## src/rtl/board_scanner.sv

```systemverilog
// Turns VGA raster timing into a per-pixel cell_alive stream by fetching packed board words.
// Latency: READ_LATENCY+2 cycles (4 by default) from any pixel input to its outputs.
// No backpressure: the raster advances every clock and the board memory has fixed read latency.
module board_scanner #(
  parameter int BOARD_SIZE   = 256,
  parameter int WORD_WIDTH   = 16,
  parameter int READ_LATENCY = 2,
  parameter int ADDR_WIDTH   = 12
) (
  input  logic                  clk_in,
  input  logic                  rst_in,
  input  logic [10:0]           hcount_in,
  input  logic [9:0]            vcount_in,
  input  logic                  hsync_in,
  input  logic                  vsync_in,
  input  logic                  blank_in,
  output logic                  rd_en_out,
  output logic [ADDR_WIDTH-1:0] rd_addr_out,
  input  logic [WORD_WIDTH-1:0] rd_data_in,
  output logic                  cell_alive_out,
  output logic [10:0]           hcount_out,
  output logic [9:0]            vcount_out,
  output logic                  hsync_out,
  output logic                  vsync_out,
  output logic                  blank_out,
  output logic                  scan_active_out,
  output logic                  frame_done_out
);

  localparam int LATENCY = READ_LATENCY + 2;
  localparam int WSH     = $clog2(WORD_WIDTH);
  localparam int WPR     = BOARD_SIZE / WORD_WIDTH;

  localparam logic [10:0] H_LIM  = 11'(BOARD_SIZE);
  localparam logic [9:0]  V_LIM  = 10'(BOARD_SIZE);
  localparam logic [10:0] H_LAST = 11'(BOARD_SIZE - 1);
  localparam logic [9:0]  V_LAST = 10'(BOARD_SIZE - 1);

  // Everything about a pixel that must travel alongside its cell value.
  typedef struct packed {
    logic [10:0] hcount;
    logic [9:0]  vcount;
    logic        hsync;
    logic        vsync;
    logic        blank;
    logic        in_board;
  } side_t;

  side_t                   side_in;
  side_t                   side_q [LATENCY];

  logic                    in_board_w;
  logic                    boundary_w;
  logic [ADDR_WIDTH-1:0]   rd_addr_w;

  logic                    rd_en_q, rd_en_d;
  logic [ADDR_WIDTH-1:0]   rd_addr_q, rd_addr_d;
  logic [READ_LATENCY-1:0] rd_vld_q;

  logic                    load_w;
  logic                    align_inb_w;
  logic [WORD_WIDTH-1:0]   word_q, word_d;
  logic                    word_valid_q, word_valid_d;
  logic                    cell_q, cell_d;

  logic                    scan_active_q, scan_active_d;
  logic                    frame_done_q, frame_done_d;

  // Next-state logic for read issue, word shifting and frame bookkeeping.
  always_comb begin
    in_board_w = (hcount_in < H_LIM) && (vcount_in < V_LIM);
    boundary_w = (hcount_in[WSH-1:0] == '0);
    rd_addr_w  = ADDR_WIDTH'(vcount_in) * ADDR_WIDTH'(WPR) + ADDR_WIDTH'(hcount_in >> WSH);

    side_in.hcount   = hcount_in;
    side_in.vcount   = vcount_in;
    side_in.hsync    = hsync_in;
    side_in.vsync    = vsync_in;
    side_in.blank    = blank_in;
    side_in.in_board = in_board_w;

    // One fetch per word, issued as the raster crosses its first cell.
    rd_en_d   = in_board_w && boundary_w;
    rd_addr_d = rd_en_d ? rd_addr_w : rd_addr_q;

    // The returning word lines up with the pixel one stage short of the output.
    load_w      = rd_vld_q[READ_LATENCY-1];
    align_inb_w = side_q[LATENCY-2].in_board;

    word_d       = load_w ? rd_data_in : (word_q >> 1);
    word_valid_d = load_w || (word_valid_q && align_inb_w);
    cell_d       = align_inb_w && word_valid_d && word_d[0];

    // Pulse one cycle after the last board pixel leaves, only if this frame's scan was seen from (0,0).
    frame_done_d = scan_active_q && side_q[LATENCY-1].in_board &&
                   (side_q[LATENCY-1].hcount == H_LAST) &&
                   (side_q[LATENCY-1].vcount == V_LAST);

    scan_active_d = scan_active_q;
    if (frame_done_d) begin
      scan_active_d = 1'b0;
    end else if (rd_en_d && (hcount_in == '0) && (vcount_in == '0)) begin
      scan_active_d = 1'b1;
    end
  end

  // Sideband delay line; reset flushes it so timing outputs read 0 until refilled.
  always_ff @(posedge clk_in) begin
    if (rst_in) begin
      for (int i = 0; i < LATENCY; i++) begin
        side_q[i] <= '0;
      end
    end else begin
      side_q[0] <= side_in;
      for (int i = 1; i < LATENCY; i++) begin
        side_q[i] <= side_q[i-1];
      end
    end
  end

  // Read strobe/address and the in-flight read tracker; reset drops pending reads.
  always_ff @(posedge clk_in) begin
    if (rst_in) begin
      rd_en_q   <= 1'b0;
      rd_addr_q <= '0;
      rd_vld_q  <= '0;
    end else begin
      rd_en_q     <= rd_en_d;
      rd_addr_q   <= rd_addr_d;
      rd_vld_q[0] <= rd_en_q;
      for (int i = 1; i < READ_LATENCY; i++) begin
        rd_vld_q[i] <= rd_vld_q[i-1];
      end
    end
  end

  // Word register, its valid flag, the cell output and frame tracking.
  always_ff @(posedge clk_in) begin
    if (rst_in) begin
      word_q        <= '0;
      word_valid_q  <= 1'b0;
      cell_q        <= 1'b0;
      scan_active_q <= 1'b0;
      frame_done_q  <= 1'b0;
    end else begin
      word_q        <= word_d;
      word_valid_q  <= word_valid_d;
      cell_q        <= cell_d;
      scan_active_q <= scan_active_d;
      frame_done_q  <= frame_done_d;
    end
  end

  assign rd_en_out       = rd_en_q;
  assign rd_addr_out     = rd_addr_q;
  assign cell_alive_out  = cell_q;
  assign hcount_out      = side_q[LATENCY-1].hcount;
  assign vcount_out      = side_q[LATENCY-1].vcount;
  assign hsync_out       = side_q[LATENCY-1].hsync;
  assign vsync_out       = side_q[LATENCY-1].vsync;
  assign blank_out       = side_q[LATENCY-1].blank;
  assign scan_active_out = scan_active_q;
  assign frame_done_out  = frame_done_q;

endmodule

```

## config.mk

```make
export PLATFORM = sky130hd
export DESIGN_NAME = board_scanner
export DESIGN_NICKNAME = d
export VERILOG_FILES = /design/src/rtl/board_scanner.sv
export SDC_FILE = /design/constraint.sdc
export NUM_CORES = 1
export LEC_CHECK = 0
export BUFFER_PORTS_ARGS = -buffer_cell sky130_fd_sc_hd__buf_2
export CORE_MARGIN = 2
export CORE_UTILIZATION = 58
export CTS_CLUSTER_SIZE = 8
export DETAILED_ROUTE_END_ITERATION = 8
export PLACE_DENSITY = 0.87
export SYNTH_ARGS = -nofsm -noshare
export SYNTH_HDL_FRONTEND = slang
export SYNTH_SLANG_ARGS = --single-unit
```

## constraint.sdc

```tcl
create_clock -name clk_in -period 3.9 [get_ports clk_in]
set_input_delay 0.78 -clock clk_in [delete_from_list [all_inputs] [get_ports clk_in]]
set_output_delay 0.78 -clock clk_in [all_outputs]
set_load 0.01 [all_outputs]
```

# Word-level counts from Yosys, hierarchy flattened
# Memories as Yosys holds them, arrays and structs flattened.
# Cells that the tools add are included.
# classes
addsub,1
n_lt_le_gt_ge,2
n_eq_ne,2
muxes,8
n_bitwise,5
n_reduce_logical,16
# ops
op,n
$mux 25,4
$mux 15,1
$add 12x7->12,1
$eq 11x8->1 const B,1
$logic_not 11->1,1
$lt 11x9->1 const B,1
$eq 10x8->1 const B,1
$logic_and 1x1->1,10
$logic_not 10->1,1
$lt 10x9->1 const B,1
$logic_not 4->1,1
$or 1x1->1,4
$reduce_or 2->1,2
$mux 1,3
$logic_or 1x1->1,1
$not 1->1,1
# totals
regBits,35
ramBits,100
in_bits,42
output_inout_bits,40
wordCells,44
n_memories,1
# mem_list
memory,depth,width,read_ports,rd_clocked_by_memory_dff,wr,line_no,source
side_q,4,25,4,0,4,50,side_t side_q [LATENCY];

# Logic depth before layout (Yosys ltp)
# depth
depth_word,5
ltp_mapped,7
mapped_depth_nobuf,7

# Least setup slack after synthesis
# OpenSTA, ideal clock, no wires.
# synth_path
kind,input to register
start,input hcount_in[8]
end,register rd_addr_q[10] (netlist: rd_addr_out[10])
setup_time_ns,0.080
t_arrival_ns,1.970
required_time_ns,3.820
setup_slack_ns,1.850
stages,7
n_path_buf,0
cell_sequence,ha_1 inv_1 fa_1 nor2b_1 o2111ai_1 xor2_1 a211oi_2
# synth_via
elab_chain_len,3
word_cells_on_any_way,4
cone_classes,1 x add/sub; 1 x order compare; 2 x reduce/logical
# synth_lines
item,line_no,source
"start, declared",12,"input logic [10:0] hcount_in,"
$lt 11x9->1,71,in_board_w = (hcount_in < H_LIM) && (vcount_in < V_LIM);
$logic_and 1x1->1,71,
$logic_and 1x1->1,83,rd_en_d = in_board_w && boundary_w;
"end signal, assigned",129,rd_addr_q <= rd_addr_d;
"end, declared",57,"logic [ADDR_WIDTH-1:0] rd_addr_q, rd_addr_d;"
# Parallel ways exist; a longest one is shown, timed or not.
# A chain may end at the register's enable or synchronous reset.

# Worst setup path after layout
# layout_path
start,input hcount_in[1]
end,register rd_addr_q[0] (netlist: rd_addr_out[0])
# layout_via
elab_chain_len,3
word_cells_on_any_way,4
cone_classes,1 x order compare; 3 x reduce/logical
# layout_lines
item,line_no
$lt 11x9->1,71
$logic_and 1x1->1,71
$logic_and 1x1->1 *,83
# Every way passes the cells marked *; elsewhere a longest branch is shown, timed or not.

==> metrics.md <==
| Metric | Value |
|---|---|
| Max rail drop VDD | 0.3845 mV |
| Total Wirelength | 6.831 mm |
| Synth top area share | 0.6273 |
| Io pins | a little over 80 |
| # rows | 31 |
| Worst slew pin tran | 0.8574 ns |
| Die ar. | between 8000 and 9000 µm² |
| Synth Cell Area | about 4300 µm² |
| Syn nets | 424 |
| Resized cells post-CTS | 0 |
| Pre-CTS WS | 1.316 ns |
| Max Cap Violations | 0 |
| # clock sinks | between 100 and 150 |
| Critical Path Source Type | primary input |
| Pwr Density | 590.8 nW/µm² |
| Total number of vias | 2575 |
| ANT cells | 0 |
| Buffers on Ports | 81 |
| First-pass GRT wire length | roughly 11 mm |
| Largest net degree at the start of global routing | 59 |
| Die width | around 90 µm |
| Final period util | 0.5449 |
| Initial core utilization | 0.5928 |
| Minimum clock period | 2.125 ns |
| Layout cell share with drive strength beyond 1 | 0.2687 |
| Layout fillers | 522 |
| RSZ-0062 raised after global routing | no |
| Core region area | 7214 µm² |
| Initial DRC count | 106 |
| Routed len/inst | 12.35 µm |
| Min-delay worst type | reg -> reg |
| Final std cells w/o fill | around 550 |
| Leading area contributor after synthesis | dfxtp_1 |
| Post-Syn Area per Cell | roughly 11 µm² |
| Count of final hold-check violations | 0 |
| DRT antenna net count | 0 |
| GRT overflow | 0 |
| Final setup margin | 1.775 ns |
| H-tree levels | 4 |
| Leakage | 2.210 nW |
| Pins Over Slew Limit | 0 |
| Detailed Routing Iterations Pass 1 | 4 |
| Clock Path Buffers | 2 |
| Vias/cell | 4.656 |
| Area Growth Syn to Fin | 20.71% |
| Area of the multi-input gates | 1336 µm² |
| Setup violators final | 0 |
| Sum of negative setup slack | 0 ns |
| Most common flop cell mapped by yosys | dfxtp_1 |
| Core Util, Final | 0.7156 |
| Post-synth EDFFs | 0 |
| Worst clock skew | 0.002708 ns |
| F_max | roughly 0.47 GHz |
| Worst EP arrival | 2.50 ns |
| Root buf cell | clkbuf_8 |
| Clock-pin slew of the registers on the worst-case setup and hold paths | 0.06 ns |
| Synth unique cells | 33 |
| Mapped Cells | 378 |
| CTS tree | built |
| Dominant cells by area after synthesis | dfxtp_1, nor2b_1, mux2i_1 |
| Clk Latency, worst-skew pair | 0.50 ns |
| Cts bufs inserted | 17 |
| Worst setup EP type | flip-flop |
| DP Cell Count | about 520 |
| Initial antenna violation count | 0 |
| Post-CTS setup buffers | 0 |
| Status | complete, no violations |
| Most common cell in the netlist | dfxtp_1 |
| Total power draw | a little over 3 mW |
| Share of synthesized registers carrying an async set or reset | 0 |
| Worst-path fanout max | 19 |
| Rel. slew slack | 0.4284 |
| Synth cell count leaders | dfxtp_1, nor2b_1, nor2_1 |
| Gr usage total | 0.1805 |
| Register area | 2683 µm² |
| Seq cells post-synth | 134 |
| Fin nets | around 490 |
| RD Place Congestion | ~0.83 |
| DRC | 0 |
| CP Class | in -> reg |
| CP required | 4.28 ns |
| Syn. warnings | 0 |
| Sequential element share of the synthesized area | 0.6273 |
| DIE HEIGHT | 89.87 µm |
| Detailed-placement wirelength estimate | 4.469 mm |
| Vias in the first global route | approximately 2500 |
| Hold_buf cts | 0 |
kinds of logic (layout without fill, tap and decap cells):
kind of cell,Yosys count,after routing,synth area share
xor+xnor,6,6,0.01229
buf+inv,43,119,0.06027
mux,21,21,0.04944
compound gates,11,11,0.02399
simple gates,159,159,0.2133
fa+ha+maj,4,4,0.01346
flops,134,134,0.6273
power breakdown:
| group | switching [mW] | total [mW] | leakage [nW] | internal, mW |
|---|---|---|---|---|
| Sequential | 0.00718 | 1.41 | 1.09 | 1.40 |
| Combinational | 0.0590 | 0.108 | 0.830 | 0.0487 |
| Clock | 0.606 | 1.53 | 0.287 | 0.926 |
| Total | 0.672 | 3.05 | 2.21 | 2.38 |
area by class of cell:
cell class,count,share of cell area
inverter,4,0.002908
timing repair buffer,83,0.08192
multi-input combinational,201,0.2588
clock inverter,15,0.03248
tap,99,0.02399
sequential,134,0.5196
clock buffer,17,0.08022
path summary, 6_finish.rpt:
path / start / endpoint / slack, ns / cells after the start
setup / recovery: hcount_in[1] / rd_addr_out[0]$_SDFFE_PP0P_ / 1.77 / 5
hold / removal: side_q[2][10]$_SDFF_PP0_ / side_q[3][10]$_SDFF_PP0_ / 0.43 / 1
setup reg to reg: rd_vld_q[1]$_SDFF_PP0_ / cell_alive_out$_SDFF_PP0_ / 2.37 / 2
hold reg to reg: side_q[2][10]$_SDFF_PP0_ / side_q[3][10]$_SDFF_PP0_ / 0.43 / 1
placed cells by master (no fill, tap or decap), types with 4 or more instances in the layout:
| cell type | n |
|---|---|
| clkbuf_16 | 16 |
| dfxtp_1 | 134 |
| a211oi_2 | 4 |
| and3_1 | 5 |
| inv_6 | 7 |
| mux2i_1 | 20 |
| nand4b_1 | 4 |
| nor3_1 | 4 |
| nor2b_1 | 99 |
| buf_2 | 80 |
| nor2_1 | 35 |
critical path, cell delays in order:
cell,delay [ns]
buf_2,0.11
nor4_1,0.44
and3_1,0.80
mux2i_1,0.31
nor2_1,0.06
per-stage QoR:
step                area, µm²  hold slack, ns
detailed placement       4581          0.4204
global route             5162          0.4476
global placement         4581          0.4180
CTS                      5162          0.4359
finish                   5162          0.4347
floorplan                4277          0.4138
sequential cells by signal, summed over array words and instances, names as in the netlist:
signal and flops:
frame_done_out 1, side_q 100, rd_addr_out 12, rd_en_out 1
word_valid_q 1, word_q 15, scan_active_out 1, cell_alive_out 1
rd_vld_q 2
layer usage:
layer	GRT usage	vias up	wire, µm
met5	0	-	0
met1	0.1954	1172	2833
met2	0.3074	80	3420
li1	-	1315	-
met4	0.07821	0	80
met3	0.07963	8	496
Note: power is estimated with default switching activity, not from simulation.
